==> src/rtl/mips_pkg.sv <==
// Shared encodings for the MIPS multi-cycle controller: opcodes, ALU/mux selects, FSM states.
// Optional bne support is enabled by defining MIPS_MC_CTRL_BNE_EN.
package mips_pkg;

  localparam int OPC_WIDTH = 6;
  localparam int ST_WIDTH  = 4;

  localparam logic [OPC_WIDTH-1:0] OP_RTYPE = 6'b000000;
  localparam logic [OPC_WIDTH-1:0] OP_LW    = 6'b100011;
  localparam logic [OPC_WIDTH-1:0] OP_SW    = 6'b101011;
  localparam logic [OPC_WIDTH-1:0] OP_BEQ   = 6'b000100;
  localparam logic [OPC_WIDTH-1:0] OP_ADDI  = 6'b001000;
  localparam logic [OPC_WIDTH-1:0] OP_J     = 6'b000010;
  localparam logic [OPC_WIDTH-1:0] OP_BNE   = 6'b000101;

  localparam logic [1:0] ALUOP_ADD   = 2'b00;
  localparam logic [1:0] ALUOP_SUB   = 2'b01;
  localparam logic [1:0] ALUOP_FUNCT = 2'b10;

  localparam logic [1:0] SRCB_B      = 2'b00;
  localparam logic [1:0] SRCB_FOUR   = 2'b01;
  localparam logic [1:0] SRCB_IMM    = 2'b10;
  localparam logic [1:0] SRCB_IMM_SH = 2'b11;

  localparam logic [1:0] PCSRC_ALU    = 2'b00;
  localparam logic [1:0] PCSRC_ALUOUT = 2'b01;
  localparam logic [1:0] PCSRC_JUMP   = 2'b10;

  localparam logic [ST_WIDTH-1:0] S_FETCH  = 4'd0;
  localparam logic [ST_WIDTH-1:0] S_DECODE = 4'd1;
  localparam logic [ST_WIDTH-1:0] S_MEMADR = 4'd2;
  localparam logic [ST_WIDTH-1:0] S_MEMRD  = 4'd3;
  localparam logic [ST_WIDTH-1:0] S_MEMWB  = 4'd4;
  localparam logic [ST_WIDTH-1:0] S_MEMWR  = 4'd5;
  localparam logic [ST_WIDTH-1:0] S_EXEC   = 4'd6;
  localparam logic [ST_WIDTH-1:0] S_ALUWB  = 4'd7;
  localparam logic [ST_WIDTH-1:0] S_BRANCH = 4'd8;
  localparam logic [ST_WIDTH-1:0] S_ADDIEX = 4'd9;
  localparam logic [ST_WIDTH-1:0] S_ADDIWB = 4'd10;
  localparam logic [ST_WIDTH-1:0] S_JUMP   = 4'd11;
  localparam logic [ST_WIDTH-1:0] S_BNE    = 4'd12;

  typedef struct packed {
    logic       pc_write;
    logic       pc_write_cond;
    logic       i_or_d;
    logic       mem_read;
    logic       mem_write;
    logic       ir_write;
    logic       mem_to_reg;
    logic       reg_dst;
    logic       reg_write;
    logic       alu_src_a;
    logic [1:0] alu_src_b;
    logic [1:0] alu_op;
    logic [1:0] pc_source;
  } ctl_t;

  // DECODE dispatch; S_FETCH doubles as the "unsupported opcode" result.
  function automatic logic [ST_WIDTH-1:0] decode_target(input logic [OPC_WIDTH-1:0] op);
    case (op)
      OP_RTYPE:     decode_target = S_EXEC;
      OP_LW, OP_SW: decode_target = S_MEMADR;
      OP_BEQ:       decode_target = S_BRANCH;
      OP_ADDI:      decode_target = S_ADDIEX;
      OP_J:         decode_target = S_JUMP;
`ifdef MIPS_MC_CTRL_BNE_EN
      OP_BNE:       decode_target = S_BNE;
`endif
      default:      decode_target = S_FETCH;
    endcase
  endfunction

endpackage

==> src/rtl/mips_multicycle_ctrl.sv <==
// Moore FSM main controller sequencing the shared multi-cycle MIPS datapath.
// Define MIPS_MC_CTRL_BNE_EN to add the bne state and the branch_ne output.
module mips_multicycle_ctrl
  import mips_pkg::*;
#(
  parameter int OPC_W = 6,
  parameter int ST_W  = 4
) (
  input  logic             clk,
  input  logic             rst,
  input  logic [OPC_W-1:0] opcode,
  input  logic             mem_ready,
  output logic             pc_write,
  output logic             pc_write_cond,
  output logic             i_or_d,
  output logic             mem_read,
  output logic             mem_write,
  output logic             ir_write,
  output logic             mem_to_reg,
  output logic             reg_dst,
  output logic             reg_write,
  output logic             alu_src_a,
  output logic [1:0]       alu_src_b,
  output logic [1:0]       alu_op,
  output logic [1:0]       pc_source,
`ifdef MIPS_MC_CTRL_BNE_EN
  output logic             branch_ne,
`endif
  output logic             instr_done,
  output logic             illegal_op,
  output logic [ST_W-1:0]  state_o
);

  logic [ST_W-1:0] state_reg, state_next;
  logic [ST_W-1:0] out_state;
  logic            instr_done_reg, instr_done_next;
  logic            illegal_op_reg, illegal_op_next;
  ctl_t            ctl;
`ifdef MIPS_MC_CTRL_BNE_EN
  logic            branch_ne_c;
`endif

  always_ff @(posedge clk) begin
    if (rst) begin
      state_reg      <= S_FETCH;
      instr_done_reg <= 1'b0;
      illegal_op_reg <= 1'b0;
    end else begin
      state_reg      <= state_next;
      instr_done_reg <= instr_done_next;
      illegal_op_reg <= illegal_op_next;
    end
  end

  always_comb begin
    state_next      = state_reg;
    instr_done_next = 1'b0;
    illegal_op_next = 1'b0;
    case (state_reg)
      S_FETCH:  if (mem_ready) state_next = S_DECODE;
      S_DECODE: begin
        state_next      = decode_target(opcode);
        illegal_op_next = (state_next == S_FETCH);
      end
      S_MEMADR: state_next = (opcode == OP_LW) ? S_MEMRD : S_MEMWR;
      S_MEMRD:  if (mem_ready) state_next = S_MEMWB;
      S_MEMWB: begin
        state_next      = S_FETCH;
        instr_done_next = 1'b1;
      end
      S_MEMWR: if (mem_ready) begin
        state_next      = S_FETCH;
        instr_done_next = 1'b1;
      end
      S_EXEC:   state_next = S_ALUWB;
      S_ADDIEX: state_next = S_ADDIWB;
`ifdef MIPS_MC_CTRL_BNE_EN
      S_ALUWB, S_BRANCH, S_ADDIWB, S_JUMP, S_BNE: begin
`else
      S_ALUWB, S_BRANCH, S_ADDIWB, S_JUMP: begin
`endif
        state_next      = S_FETCH;
        instr_done_next = 1'b1;
      end
      default:  state_next = S_FETCH;
    endcase
  end

  // While rst is high the outputs already look like FETCH, so the datapath
  // sees a clean fetch setup the moment reset is released.
  assign out_state = rst ? S_FETCH : state_reg;

  always_comb begin
    ctl = '0;
`ifdef MIPS_MC_CTRL_BNE_EN
    branch_ne_c = 1'b0;
`endif
    case (out_state)
      S_FETCH: begin
        ctl.mem_read  = 1'b1;
        ctl.alu_src_b = SRCB_FOUR;
        ctl.alu_op    = ALUOP_ADD;
        ctl.pc_source = PCSRC_ALU;
        ctl.ir_write  = mem_ready;
        ctl.pc_write  = mem_ready;
      end
      S_DECODE: ctl.alu_src_b = SRCB_IMM_SH;
      S_MEMADR, S_ADDIEX: begin
        ctl.alu_src_a = 1'b1;
        ctl.alu_src_b = SRCB_IMM;
      end
      S_MEMRD: begin
        ctl.mem_read = 1'b1;
        ctl.i_or_d   = 1'b1;
      end
      S_MEMWB: begin
        ctl.reg_write  = 1'b1;
        ctl.mem_to_reg = 1'b1;
      end
      S_MEMWR: begin
        ctl.mem_write = 1'b1;
        ctl.i_or_d    = 1'b1;
      end
      S_EXEC: begin
        ctl.alu_src_a = 1'b1;
        ctl.alu_src_b = SRCB_B;
        ctl.alu_op    = ALUOP_FUNCT;
      end
      S_ALUWB: begin
        ctl.reg_write = 1'b1;
        ctl.reg_dst   = 1'b1;
      end
      S_BRANCH: begin
        ctl.alu_src_a     = 1'b1;
        ctl.alu_op        = ALUOP_SUB;
        ctl.pc_write_cond = 1'b1;
        ctl.pc_source     = PCSRC_ALUOUT;
      end
`ifdef MIPS_MC_CTRL_BNE_EN
      S_BNE: begin
        ctl.alu_src_a     = 1'b1;
        ctl.alu_op        = ALUOP_SUB;
        ctl.pc_write_cond = 1'b1;
        ctl.pc_source     = PCSRC_ALUOUT;
        branch_ne_c       = 1'b1;
      end
`endif
      S_ADDIWB: ctl.reg_write = 1'b1;
      S_JUMP: begin
        ctl.pc_write  = 1'b1;
        ctl.pc_source = PCSRC_JUMP;
      end
      default: ctl = '0;
    endcase
    // FETCH's ready-gated enables must not fire in the reset cycle itself.
    if (rst) begin
      ctl.pc_write = 1'b0;
      ctl.ir_write = 1'b0;
    end
  end

  assign pc_write      = ctl.pc_write;
  assign pc_write_cond = ctl.pc_write_cond;
  assign i_or_d        = ctl.i_or_d;
  assign mem_read      = ctl.mem_read;
  assign mem_write     = ctl.mem_write;
  assign ir_write      = ctl.ir_write;
  assign mem_to_reg    = ctl.mem_to_reg;
  assign reg_dst       = ctl.reg_dst;
  assign reg_write     = ctl.reg_write;
  assign alu_src_a     = ctl.alu_src_a;
  assign alu_src_b     = ctl.alu_src_b;
  assign alu_op        = ctl.alu_op;
  assign pc_source     = ctl.pc_source;
`ifdef MIPS_MC_CTRL_BNE_EN
  assign branch_ne     = branch_ne_c;
`endif
  assign instr_done    = instr_done_reg;
  assign illegal_op    = illegal_op_reg;
  assign state_o       = state_reg;

endmodule

==> config.mk <==
export PLATFORM = sky130hd
export DESIGN_NAME = mips_multicycle_ctrl
export DESIGN_NICKNAME = d
export VERILOG_FILES = /design/src/rtl/mips_pkg.sv /design/src/rtl/mips_multicycle_ctrl.sv
export SDC_FILE = /design/constraint.sdc
export NUM_CORES = 1
export LEC_CHECK = 0
export CORE_AREA = 2 2 41 43
export CTS_BUF_LIST = sky130_fd_sc_hd__clkbuf_4
export CTS_CLUSTER_SIZE = 25
export DETAILED_ROUTE_END_ITERATION = 16
export DIE_AREA = 0 0 43 45
export GPL_TIMING_DRIVEN = 0
export PLACE_DENSITY = 0.79
export SYNTH_ARGS = -nofsm -noshare
export SYNTH_HDL_FRONTEND = slang
export SYNTH_SLANG_ARGS = --single-unit
==> constraint.sdc <==
create_clock -name clk -period 1.4 [get_ports clk]
set_input_delay 0.21 -clock clk [delete_from_list [all_inputs] [get_ports clk]]
set_output_delay 0.21 -clock clk [all_outputs]
set_load 0.05 [all_outputs]
==> results of run 1 <==
timing repair:
| item | CTS |
|---|---|
| gates resized for setup | 150 |
| setup buffers | 8 |
| endpoints found under the setup margin | 26 |
| gates cloned | 1 |
| endpoints found under the hold margin | 0 |
| pin swaps | 14 |
through the flow:
stage	util	area, um2
after CTS	0.878	1290
after detailed placement	0.721	1060
after global placement	0.721	1060
after floorplan	-	751
Yosys cell counts (all sizes together), types with 2 or more instances:
cell,count,share of area
nor2,10,0.067
nor3,7,0.063
dfxtp,6,0.21
clkbuf,5,0.038
nand2,5,0.034
or2,5,0.056
a21oi,4,0.036
nand2b,4,0.045
and3,3,0.034
o21ai,3,0.027
buf,2,0.022
inv,2,0.013
nand3,2,0.018
nor4,2,0.034
o2bb2ai,2,0.031
xnor2,2,0.031
cell families after synthesis:
group / count (synthesis)
compound gates: 17
xor+xnor: 3
buf+inv: 9
flops: 6
mux: 2
simple gates: 43
==> metrics.md, run 1 <==
| Metric | Value |
|---|---|
| # placed instances | roughly 130 |
| XOR/XNOR Fraction of Synth Area | 0.0470 |
| Syn nets | 89 |
| Row Count | 14 |
| Log Error | [ERROR DPL-0038] Utilization greater than 100%, impossible to legalize |
| Clock buffer depth | 2 |
| Cells after Synth | 80 |
| Starting Density | 0.380 |
| Category of the worst endpoint | primary output |
| CTS Sinks | 6 |
| Main combinational cell family by area after synthesis | simple AND/OR/NAND/NOR gates |
| Dpl ws | -1.30 ns |
| CTS H-Tree Depth | 1 |
| IO Port Bufs | 29 |
| Adder-cell share of the synthesized area | 0 |
| Height of the die | about 45 um |
| Post-DP HPWL | 1.43 mm |
| Mux share of post-synthesis cell area | 0.0380 |
| CTS Buf Count | 3 |
| Average size of a mapped cell | 6.99 um2 |
| Compound-Gate Fraction of Synth Area | 0.208 |
| Cell variety after synth | 35 |
| Flops & latches, synth | 6 |
| Die Span X | 43 um |
| Area of the mapped netlist | ~560 um2 |
| CTS Root Cell | clkbuf_4 |
| Sequential element share of the synthesized area | 0.215 |
| Exit stage | global routing |
| Simple-gate share of the synthesized area | 0.418 |
| # IOs | 31 |
| Top_reg_cell synth | dfxtp_1 |
| Largest net degree at the start of global routing | 11 |
| Worst endpoint after global-route timing repair | alu_op[0] |
| Post-synth EDFFs | 0 |
| GPL Wtd Cong | around 0.85 |
| Hold Buf Count CTS | 0 |
| Ys Warns | 0 |
| Ys async rst share | 0 |
| Outcome | stopped before the end |
==> run 2, diff against run 1 <==
CORE_AREA = 2 2 63 65   (was 2 2 41 43)
CTS_BUF_LIST = unset   (was sky130_fd_sc_hd__clkbuf_4)
CTS_CLUSTER_SIZE = unset   (was 25)
DIE_AREA = 0 0 65 67   (was 0 0 43 45)
PLACE_DENSITY = unset   (was 0.79)
PLACE_DENSITY_LB_ADDON = 0.15   (was unset)
==> run 2 against run 1 <==
The flow now finishes, with violations (negative setup slack). Synthesized cell count stayed put. Synthesized area stayed put.
==> metrics.md, run 2 <==
| Metric | Value |
|---|---|
| Most used cell along the critical path | buf_8 |
| CTS Root Cell | clkbuf_8 (was clkbuf_4) |
| Failing checks | negative setup slack |
| Cells after Synth | 80 (unchanged) |
| Die Area | 4360 um2 |
| Compound-Gate Fraction of Synth Area | 0.208 (unchanged) |
| Buf/Inv on CP | 3 |
| Max reg flops | 4 |
| Max-slew violation count | 0 |
| Worst setup EP type | primary output |
| Final period util | 1.22 |
| Post-DP HPWL | 1.60 mm (was 1.43 mm) |
| Initial antenna violation count | 0 |
| Post-Layout Cell Count | 181 |
| # placed instances | 157 (was 125) |
| Max Clock Skew | 0.00592 ns |
| Synth cell count leaders | nor2_1, nor3_1, dfxtp_1 (unchanged) |
| CTS Buf Count | 3 (unchanged) |
| Clock latency on the worst-skew pair | 0.23 ns |
| Largest stage delay on the critical path | 0.43 ns |
| Worst EP arrival | around 1.5 ns |
| Top_reg_cell synth | dfxtp_1 (unchanged) |
| Sequential element share of the synthesized area | 0.215 (unchanged) |
| Most common cell after layout, fill and taps aside | buf_4 |
| Layout cells sized above 1 | 0.654 |
| Mux share of post-synthesis cell area | 0.0380 (unchanged) |
| Syn nets | 89 (unchanged) |
| Max-cap violations | 0 |
| Row Count | 22 (was 14) |
| Worst relative slew slack | 0.663 |
| Worst-path clk slew | 0.04 ns |
| Area share of the largest cell type after synthesis | 0.215 (unchanged) |
| Routed WL | 2.23 mm |
| Starting Density | 0.155 (was 0.380) |
| XOR/XNOR Fraction of Synth Area | 0.0470 (unchanged) |
| Vias post-DR | between 800 and 900 |
| Post-route ant nets | 0 |
| Routed WL per cell | 12.3 um |
| Floorplan core area | 3610 um2 |
| Die Span X | 65 um (was 43 um) |
| DP Area | 1100 um2 (was 1060 um2) |
| RSZ-0062 raised after global routing | true |
| Layout Nets | 143 |
| Vias in the first global route | approximately 770 |
| Critical path startpoint category | register |
| Outcome | finished, violations left (was stopped before the end) |
| Setup-failing EPs final | 16 |
| Ys Warns | 0 (unchanged) |
| Largest net degree at the start of global routing | 11 |
| Top cell family by delay on the critical path | simple AND/OR/NAND/NOR gates |
| Router iterations before antenna repair | 4 |
| CTS Sinks | 6 (unchanged) |
| Peak fanout along the critical path | 6 |
| Sequence of cells on the critical path | buf_8, or3_4, nor2_4, buf_6, buf_8 |
| Worst Hold Class | primary input to register |
| Post-synth EDFFs | 0 (unchanged) |
| Finished Core Util | 0.412 |
| Height of the die | 67 um (was 45 um) |
| Maximum clock frequency | about 580 MHz |
| Least-Margin Pin Slew | 0.505 ns |
| Cell variety after synth | 35 (unchanged) |
| # IOs | 31 (unchanged) |
| Starting DRT DRC Count | 10 |
| Area of the mapped netlist | 559 um2 (unchanged) |
| Syn-to-layout area delta | 166% |
| TritonCTS clock tree | yes |
| Main combinational cell family by area after synthesis | simple AND/OR/NAND/NOR gates (unchanged) |
| Final min period | 1.71 ns |
| Average size of a mapped cell | 6.99 um2 (unchanged) |
| Flops & latches, synth | 6 (unchanged) |
| Crit Path Class | register to primary output |
| Worst Path Required | around 1.2 ns |
| Number of diodes | 0 |
| GPL Wtd Cong | 0.773 (was 0.848) |
| Commonest cells after routing, fill and taps aside | buf_4, buf_6, buf_8, nor2_4, dlygate4sd2_1 |
| Power Density | 496 nW/um2 |
| Leakage | between 0.6 and 0.7 nW |
| Clock buffer depth | 2 (unchanged) |
| Dpl ws | -1.35 ns (was -1.30 ns) |
| CTS H-Tree Depth | 1 (unchanged) |
| VDD IR max | 207 uV |
| Gr ovfl total | 0 |
| First-pass GRT wire length | about 3.6 mm |
| Ys async rst share | 0 (unchanged) |
| Final hold viol count | 0 |
| DRC errors left | 0 |
| Post-route cell area | 1490 um2 |
| Synth area leaders | dfxtp_1, nor2_1, nor3_1 (unchanged) |
| Total GRT Usage | 0.107 |
| Adder-cell share of the synthesized area | 0 (unchanged) |
| Simple-gate share of the synthesized area | 0.418 (unchanged) |
| Area leader, netlist | dfxtp_1 (unchanged) |
| IO Port Bufs | 29 (unchanged) |
| Final WS setup | -0.313 ns |
| Most common cell in the netlist | nor2_1 (unchanged) |
| CP max-delay cell | or3_4 |
| Via-per-instance ratio | between 4 and 5 |
-- run 2: cell counts after synthesis --
Identical to the previous run, type by type.
-- run 2: timing repair --
item | 4_1_cts | 5_1_grt
resized for setup | 145 | 21
endpoints found under the hold margin | 0 | 0
buffers inserted | 14 | 9
setup endpoints to repair | 25 | 21
hold buffers | 0 | 0
pin swaps | 12 | 12
-- run 2: power by group --
| group | total (mW) | internal [mW] | leakage [nW] | switching, mW |
|---|---|---|---|---|
| Combinational | 0.280 | 0.131 | 0.546 | 0.149 |
| Clock | 0.280 | 0.197 | 0.0228 | 0.0834 |
| Sequential | 0.176 | 0.172 | 0.0518 | 0.00459 |
-- run 2: kinds of logic after synthesis --
logic type	Yosys count
AND/OR/NAND/NOR	43
AO/OA/AOI/OAI	17
buffers and inverters	9
flip-flops	6
XOR/XNOR	3
multiplexers	2
-- run 2: stage by stage --
| step | hold WS (ns) | TNS (ns) | power (mW) |
|---|---|---|---|
| 2_1_floorplan | 0.423 | -2.60 | 0.321 |
| 4_1_cts | 0.446 | -3.21 | 0.719 |
| 3_5_place_dp | 0.592 | -18.73 | 0.392 |
| 6_report | 0.446 | -2.97 | 0.736 |
| 5_1_grt | 0.462 | -3.72 | 0.770 |
| 3_3_place_gp | 0.604 | -18.65 | 0.392 |
-- run 2: area by class of cell --
class / instances / area, um2
inverters: 2 / 10.0
multi-input cells: 65 / 621
flip-flops and latches: 6 / 135
clock buffers: 4 / 45.0
well taps: 48 / 60.1
repair buffers: 50 / 519
fillers: 364 / 2120
plain buffers: 6 / 95.1
-- run 2: worst reg2reg max path: cells and delay by family (launching register included) --
kind,cells,cell delay [ns]
buffers and inverters,2,0.27
AOI/OAI and AO/OA,1,0.09
DFF,1,0.35
and+or+nand+nor,2,0.48
-- run 2: final timing paths --
kind,slack (ns),startpoint,end,cells after the start
worst max register to register,0.14,state_o[1]$_SDFFE_PP0P_,state_o[2]$_SDFFE_PP0P_,5
worst max-delay path,-0.31,state_o[1]$_SDFFE_PP0P_,alu_op[0],5
worst min register to register,0.61,state_o[2]$_SDFFE_PP0P_,state_o[1]$_SDFFE_PP0P_,3
worst min-delay path,0.45,opcode[3],state_o[2]$_SDFFE_PP0P_,4
-- run 2: per-layer routing --
layer  track usage  routed length [um]  vias up
li1              -                   -      395
met1         0.134                 992      376
met2         0.178                1090       25
met3        0.0186                 109        5
met4        0.0479                  39        0
met5             0                   0        -
Note: power is estimated with default switching activity, not from simulation.
==> run 3, diff against run 2 <==
clock period = 2.2 ns   (was 1.4 ns; I/O delays follow)
==> run 3 against run 2 <==
The flow now finishes without violations. Sequential power shrank 35%. Power shrank 45%. Flip-flop and latch count is the same. Wire length shrank 7.8%. Cell count shrank 12%. Combinational power shrank 57%. Sequential share of layout area grew 3.5 points. Utilization shrank 15 points. Setup slack gained 0.40 ns. Clock skew shrank 0.0049 ns. Global-route usage shrank 0.58 points. Largest power group is now the clock network.
==> metrics.md, run 3 (same netlist as run 2, synthesis figures left out) <==
| Metric | Value |
|---|---|
| Outcome | finished, final reports clean (was finished, violations left) |
| Setup-failing EPs final | 0 (was 16) |
| Largest net degree at the start of global routing | 11 (unchanged) |
| CTS Buf Count | 3 (unchanged) |
| Hold path startpoint | state_o[0]$_SDFFE_PP0P_ (was opcode[3]) |
| Routed WL | 2.06 mm (was 2.23 mm) |
| Post-route ant nets | 0 (unchanged) |
| Finished Core Util | 0.267 (was 0.412) |
| Post-CTS setup buffers | 0 (was 14) |
| Die Area | 4360 um2 (unchanged) |
| Worst relative slew slack | 0.661 (was 0.663) |
| Most common cell after layout, fill and taps aside | clkdlybuf4s50_1 (was buf_4) |
| CTS Sinks | 6 (unchanged) |
| Vias in the first global route | 655 (was 773) |
| Worst Hold Class | register to register (was primary input to register) |
| Max-cap violations | 0 (unchanged) |
| Largest stage delay on the critical path | 0.55 ns (was 0.43 ns) |
| Layout Nets | 123 (was 143) |
| Number of diodes | 0 (unchanged) |
| Combinational group share of total power | 0.296 (was 0.380) |
| Final period util | 0.963 |
| Tot Pwr | 0.405 mW (was 0.736 mW) |
| Worst-path clk slew | 0.04 ns (about the same) |
| Post-route cell area | 962 um2 (was 1490 um2) |
| Gr ovfl total | 0 (unchanged) |
| Total GRT Usage | 0.101 (was 0.107) |
| TritonCTS clock tree | yes (unchanged) |
| Worst EP arrival | 1.79 ns (was 1.50 ns) |
| Die Span X | 65 um (unchanged) |
| Commonest cells after routing, fill and taps aside | clkdlybuf4s50_1, nor2_1, dlygate4sd2_1, clkbuf_2 (was buf_4, buf_6, buf_8, nor2_4, dlygate4sd2_1) |
| Clock power frac | 0.421 (was 0.380) |
| Max-slew violation count | 0 (unchanged) |
| DP Area | 960 um2 (was 1100 um2) |
| Max reg flops | 4 (unchanged) |
| CTS Root Cell | clkbuf_8 (unchanged) |
| Via-per-instance ratio | 4.43 (about the same) |
| Crit Path Class | register to primary output (unchanged) |
| Reg2Reg Setup Slack | 0.82 ns (was 0.14 ns) |
| Clock buffer depth | 2 (unchanged) |
| Clock latency on the worst-skew pair | 0.23 ns (about the same) |
| DRC errors left | 0 (unchanged) |
| GPL Wtd Cong | 0.763 (was 0.773) |
| Peak fanout along the critical path | 8 (was 6) |
| Starting Density | 0.155 (unchanged) |
| Worst setup EP type | primary output (unchanged) |
| Hold Slack | 0.576 ns (was 0.446 ns) |
| # IOs | 31 (unchanged) |
| VDD IR max | 114 uV (was 207 uV) |
| RSZ-0062 raised after global routing | false (was true) |
| Sw Share | 0.322 (about the same) |
| Syn-to-layout area delta | 72.0% (was 166%) |
| Worst Setup SP | state_o[3]$_SDFFE_PP0P_ (was state_o[1]$_SDFFE_PP0P_) |
| Initial antenna violation count | 0 (unchanged) |
| Maximum clock frequency | 472 MHz |
| CP max-delay cell | dlygate4sd2_1 (was or3_4) |
| Row Count | 22 (unchanged) |
| Critical path startpoint category | register (unchanged) |
| Least-Margin Pin Slew | 0.507 ns (was 0.505 ns) |
| IO Port Bufs | 29 (unchanged) |
| Leakage | 0.377 nW (was 0.620 nW) |
| Worst r2r src | state_o[0]$_SDFFE_PP0P_ (was state_o[1]$_SDFFE_PP0P_) |
| Router iterations before antenna repair | 4 (unchanged) |
| Top cell family by delay on the critical path | buffers and inverters (was simple AND/OR/NAND/NOR gates) |
| Reg power frac | 0.284 (was 0.240) |
| Buf/Inv on CP | 2 (was 3) |
| Worst Path Required | 1.87 ns (was 1.19 ns) |
| Routed WL per cell | 12.9 um (was 12.3 um) |
| Height of the die | 67 um (unchanged) |
| Internal power | 0.275 mW (was 0.499 mW) |
| First-pass GRT wire length | 3.26 mm (was 3.57 mm) |
| Layout cells sized above 1 | 0.330 (was 0.654) |
| Floorplan core area | 3610 um2 (unchanged) |
| Power Density | 421 nW/um2 (was 496 nW/um2) |
| Max Clock Skew | 0.00103 ns (was 0.00592 ns) |
| P_sw | 0.130 mW (was 0.237 mW) |
| CTS H-Tree Depth | 1 (unchanged) |
| Post-DP HPWL | 1.58 mm (was 1.60 mm) |
| Vias post-DR | 708 (was 801) |
| Starting DRT DRC Count | 36 (was 10) |
| Sequence of cells on the critical path | or2_2, clkbuf_1, o21bai_1, dlygate4sd2_1 (was buf_8, or3_4, nor2_4, buf_6, buf_8) |
| Final hold viol count | 0 (unchanged) |
| Final min period | 2.12 ns |
## run 3: changes by cell type in the layout (fill, tap and decap cells not counted), moves of 4 or more
cell,previous run,this run
nor2_1,3,8
or2_4,4,0
or2_2,1,5
buf_4,16,1
buf_2,0,5
clkbuf_2,2,6
nor2_4,7,1
buf_6,15,0
clkdlybuf4s50_1,1,12
buf_8,8,0
dfxtp_4,4,0
## run 3: timing repair
| item | CTS | global route |
|---|---|---|
| endpoints found under the setup margin | 16 | 7 |
| resized for setup | 39 | 13 |
| gates cloned | 0 | 0 |
| hold buffers | 0 | 0 |
## run 3: through the flow
step / std cells / worst slack [ns] / setup TNS [ns]
4_1_cts: 160 / 0.00625 / 0
5_1_grt: 160 / 0.00987 / 0
3_3_place_gp: 157 / -0.558 / -6.05
6_report: 160 / 0.0823 / 0
2_1_floorplan: 80 / -0.167 / -0.332
3_5_place_dp: 157 / -0.547 / -6.01
## run 3: worst paths after layout
path | end | cells after the start
min | state_o[3]$_SDFFE_PP0P_ | 2
max | alu_src_b[0] | 4
min reg2reg | state_o[3]$_SDFFE_PP0P_ | 2
max reg2reg | state_o[2]$_SDFFE_PP0P_ | 5
## run 3: cell type report
| type | count | area [um2] |
|---|---|---|
| fill | 410 | 2640 |
| multi-input combinational | 65 | 447 |
| timing repair buffer | 29 | 246 |
| sequential | 6 | 121 |
| tap | 48 | 60.1 |
| clock buffer | 3 | 41.3 |
| buffer | 7 | 38.8 |
| inverter | 2 | 7.51 |
## run 3: worst register-to-register path, delay by kind of cell, from the launching register on
kind	cells	cell delay, ns
and+or+nand+nor	2	0.52
buffers and inverters	1	0.18
DFF	1	0.31
AOI/OAI and AO/OA	2	0.25
## run 3: routing by layer
layer,vias up,global-route usage,wire [um]
li1,352,-,-
met2,27,0.149,890
met5,-,0,0
met1,323,0.128,966
met3,6,0.0236,141
met4,0,0.0718,59
## run 3: power groups by stage
stage / clock network (mW) / logic, mW / registers (mW)
after floorplan: 0 / 0.0665 / 0.128
after global placement: 0 / 0.124 / 0.116
after detailed placement: 0 / 0.124 / 0.116
after CTS: 0.174 / 0.120 / 0.115
after global routing: 0.181 / 0.128 / 0.115
final: 0.170 / 0.120 / 0.115
==> run 4, diff against run 3 <==
GPL_TIMING_DRIVEN = 1   (was 0)
clock period = 2.6 ns   (was 2.2 ns; I/O delays follow)
==> run 4 against run 3 <==
Critical path depth unchanged. Register-to-register slack improved by 0.38 ns. Worst hold slack improved by 0.13 ns. Highest routed layer unchanged.
==> metrics.md, run 4 (same netlist as run 2, synthesis figures left out) <==
| Metric | Value |
|---|---|
| Tot Pwr | 0.350 mW (was 0.405 mW) |
| Clock power frac | 0.412 (was 0.421) |
| Reg power frac | 0.288 (was 0.284) |
| Layout Nets | 118 (was 123) |
| DP Area | 1050 um2 (was 960 um2) |
| Max-slew violation count | 0 (unchanged) |
| Setup-failing EPs final | 0 (unchanged) |
| Peak fanout along the critical path | 16 (was 8) |
| Most used cell along the critical path | or2_2 |
| Hold depth | 2 (unchanged) |
| Reg2Reg Setup Slack | 1.20 ns (was 0.82 ns) |
| Leakage | 0.396 nW (was 0.377 nW) |
| Vias post-DR | 677 (was 708) |
| Worst Path Required | 2.21 ns (was 1.87 ns) |
| CP max-delay cell | dfxtp_1 (was dlygate4sd2_1) |
| Critical path startpoint category | register (unchanged) |
| Dpl ws | 0.377 ns (was -0.547 ns) |
| Number of diodes | 0 (unchanged) |
| Maximum clock frequency | 448 MHz |
| Post-route cell area | 1090 um2 (was 962 um2) |
| Final WS setup | 0.365 ns (was 0.0823 ns) |
| VDD IR max | 129 uV (was 114 uV) |
| Worst-path clk slew | 0.04 ns (about the same) |
| Largest stage delay on the critical path | 0.47 ns (was 0.55 ns) |
| Starting Density | 0.155 (unchanged) |
| Hold Slack | 0.708 ns (was 0.576 ns) |
| Combinational group share of total power | 0.300 (was 0.296) |
| Die Area | 4360 um2 (unchanged) |
| CTS H-Tree Depth | 1 (unchanged) |
| GPL Wtd Cong | 0.787 (was 0.763) |
| Outcome | finished, final reports clean (unchanged) |
| Routed WL per cell | 12.0 um (was 12.9 um) |
| CTS Sinks | 6 (unchanged) |
| Max-cap violations | 0 (unchanged) |
| IO Port Bufs | 30 (was 29) |
| Row Count | 22 (unchanged) |
| Commonest cells after routing, fill and taps aside | clkdlybuf4s50_1, buf_12, nor2_1, nor3_1, dfxtp_1 (was clkdlybuf4s50_1, nor2_1, dlygate4sd2_1, clkbuf_2) |
| Routed WL | 1.87 mm (was 2.06 mm) |
| Gr ovfl total | 0 (unchanged) |
| Initial antenna violation count | 0 (unchanged) |
| # IOs | 31 (unchanged) |
| Finished Core Util | 0.302 (was 0.267) |
| Fillers | 371 (was 410) |
| Height of the die | 67 um (unchanged) |
| Router iterations before antenna repair | 4 (unchanged) |
| CTS Buf Count | 3 (unchanged) |
| DRC errors left | 0 (unchanged) |
| R2R cell count | 4 (was 5) |
| Crit Path Class | register to primary output (unchanged) |
| Vias in the first global route | 637 (was 655) |
| CTS Root Cell | clkbuf_8 (unchanged) |
| Final min period | 2.23 ns |
| Clock buffer depth | 2 (unchanged) |
| P_sw | 0.108 mW (was 0.130 mW) |
| Hold Buf Count CTS | 0 (unchanged) |
| Die Span X | 65 um (unchanged) |
| Final period util | 0.859 |
| Worst relative slew slack | 0.641 (was 0.661) |
| First-pass GRT wire length | 2.94 mm (was 3.26 mm) |
| Starting DRT DRC Count | 23 (was 36) |
| Worst EP arrival | 1.84 ns (was 1.79 ns) |
| Via-per-instance ratio | 4.37 (was 4.43) |
| Power Density | 322 nW/um2 (was 421 nW/um2) |
| TritonCTS clock tree | yes (unchanged) |
| Largest net degree at the start of global routing | 17 (was 11) |
| Internal power | 0.242 mW (was 0.275 mW) |
| Syn-to-layout area delta | 94.6% (was 72.0%) |
| Worst setup EP type | primary output (unchanged) |
| Worst Hold Class | register to register (unchanged) |
| Total GRT Usage | 0.0894 (was 0.101) |
| Post-Route Setup TNS | 0 ns (unchanged) |
| Max reg flops | 4 (unchanged) |
| Post-Layout Cell Count | 155 (was 160) |
| Post-cts repair resize count | 0 (was 39) |
| Least-Margin Pin Slew | 0.537 ns (was 0.507 ns) |
| Post-CTS setup buffers | 0 (unchanged) |
| Post-route ant nets | 0 (unchanged) |
| Max Clock Skew | 0.00642 ns (was 0.00103 ns) |
| Sw Share | 0.309 (was 0.322) |
| Floorplan core area | 3610 um2 (unchanged) |
| Layout cells sized above 1 | 0.308 (was 0.330) |
| Sequence of cells on the critical path | or2_2, nor4_2, or2_2, buf_4 (was or2_2, clkbuf_1, o21bai_1, dlygate4sd2_1) |
| Clock latency on the worst-skew pair | 0.23 ns (about the same) |
| Final hold viol count | 0 (unchanged) |
| Post-DP HPWL | 1.47 mm (was 1.58 mm) |
| RSZ-0062 raised after global routing | false (unchanged) |
| # placed instances | 152 (was 157) |
[run 4: routing by layer]
metal  up-vias  global-route usage  wire length (um)
li1        339                   -                 -
met1       318               0.112               872
met2        16               0.137               872
met3         4              0.0270                91
met4         0              0.0479                29
met5         -                   0                 0
[run 4: final timing paths]
path	start	endpoint
worst max-delay path	state_o[2]$_SDFFE_PP0P_	pc_write
worst max register to register	state_o[2]$_SDFFE_PP0P_	state_o[2]$_SDFFE_PP0P_
worst min register to register	state_o[0]$_SDFFE_PP0P_	state_o[3]$_SDFFE_PP0P_
worst min-delay path	state_o[0]$_SDFFE_PP0P_	state_o[3]$_SDFFE_PP0P_
[run 4: critical path, delay by kind of cell (launching register included)]
kind | cells | cell delay (ns)
buffers and inverters | 1 | 0.18
flip-flops | 1 | 0.47
AND/OR/NAND/NOR | 3 | 0.96
[run 4: power by group through the flow]
stage                     logic (mW)  registers (mW)  clock network [mW]
after floorplan               0.0532           0.108                   0
after global placement         0.105           0.102                   0
after detailed placement       0.105           0.102                   0
after CTS                      0.106           0.101               0.146
after global routing           0.111           0.102               0.153
final                          0.105           0.101               0.144
[run 4: cell type report]
class / count / area (um2) / share of cell area
Inverter: 2 / 7.51 / 0.00690
Multi-Input combinational cell: 65 / 417 / 0.383
Timing Repair Buffer: 31 / 443 / 0.407
Clock buffer: 3 / 41.3 / 0.0379
Sequential cell: 6 / 120 / 0.110
Tap cell: 48 / 60.1 / 0.0552
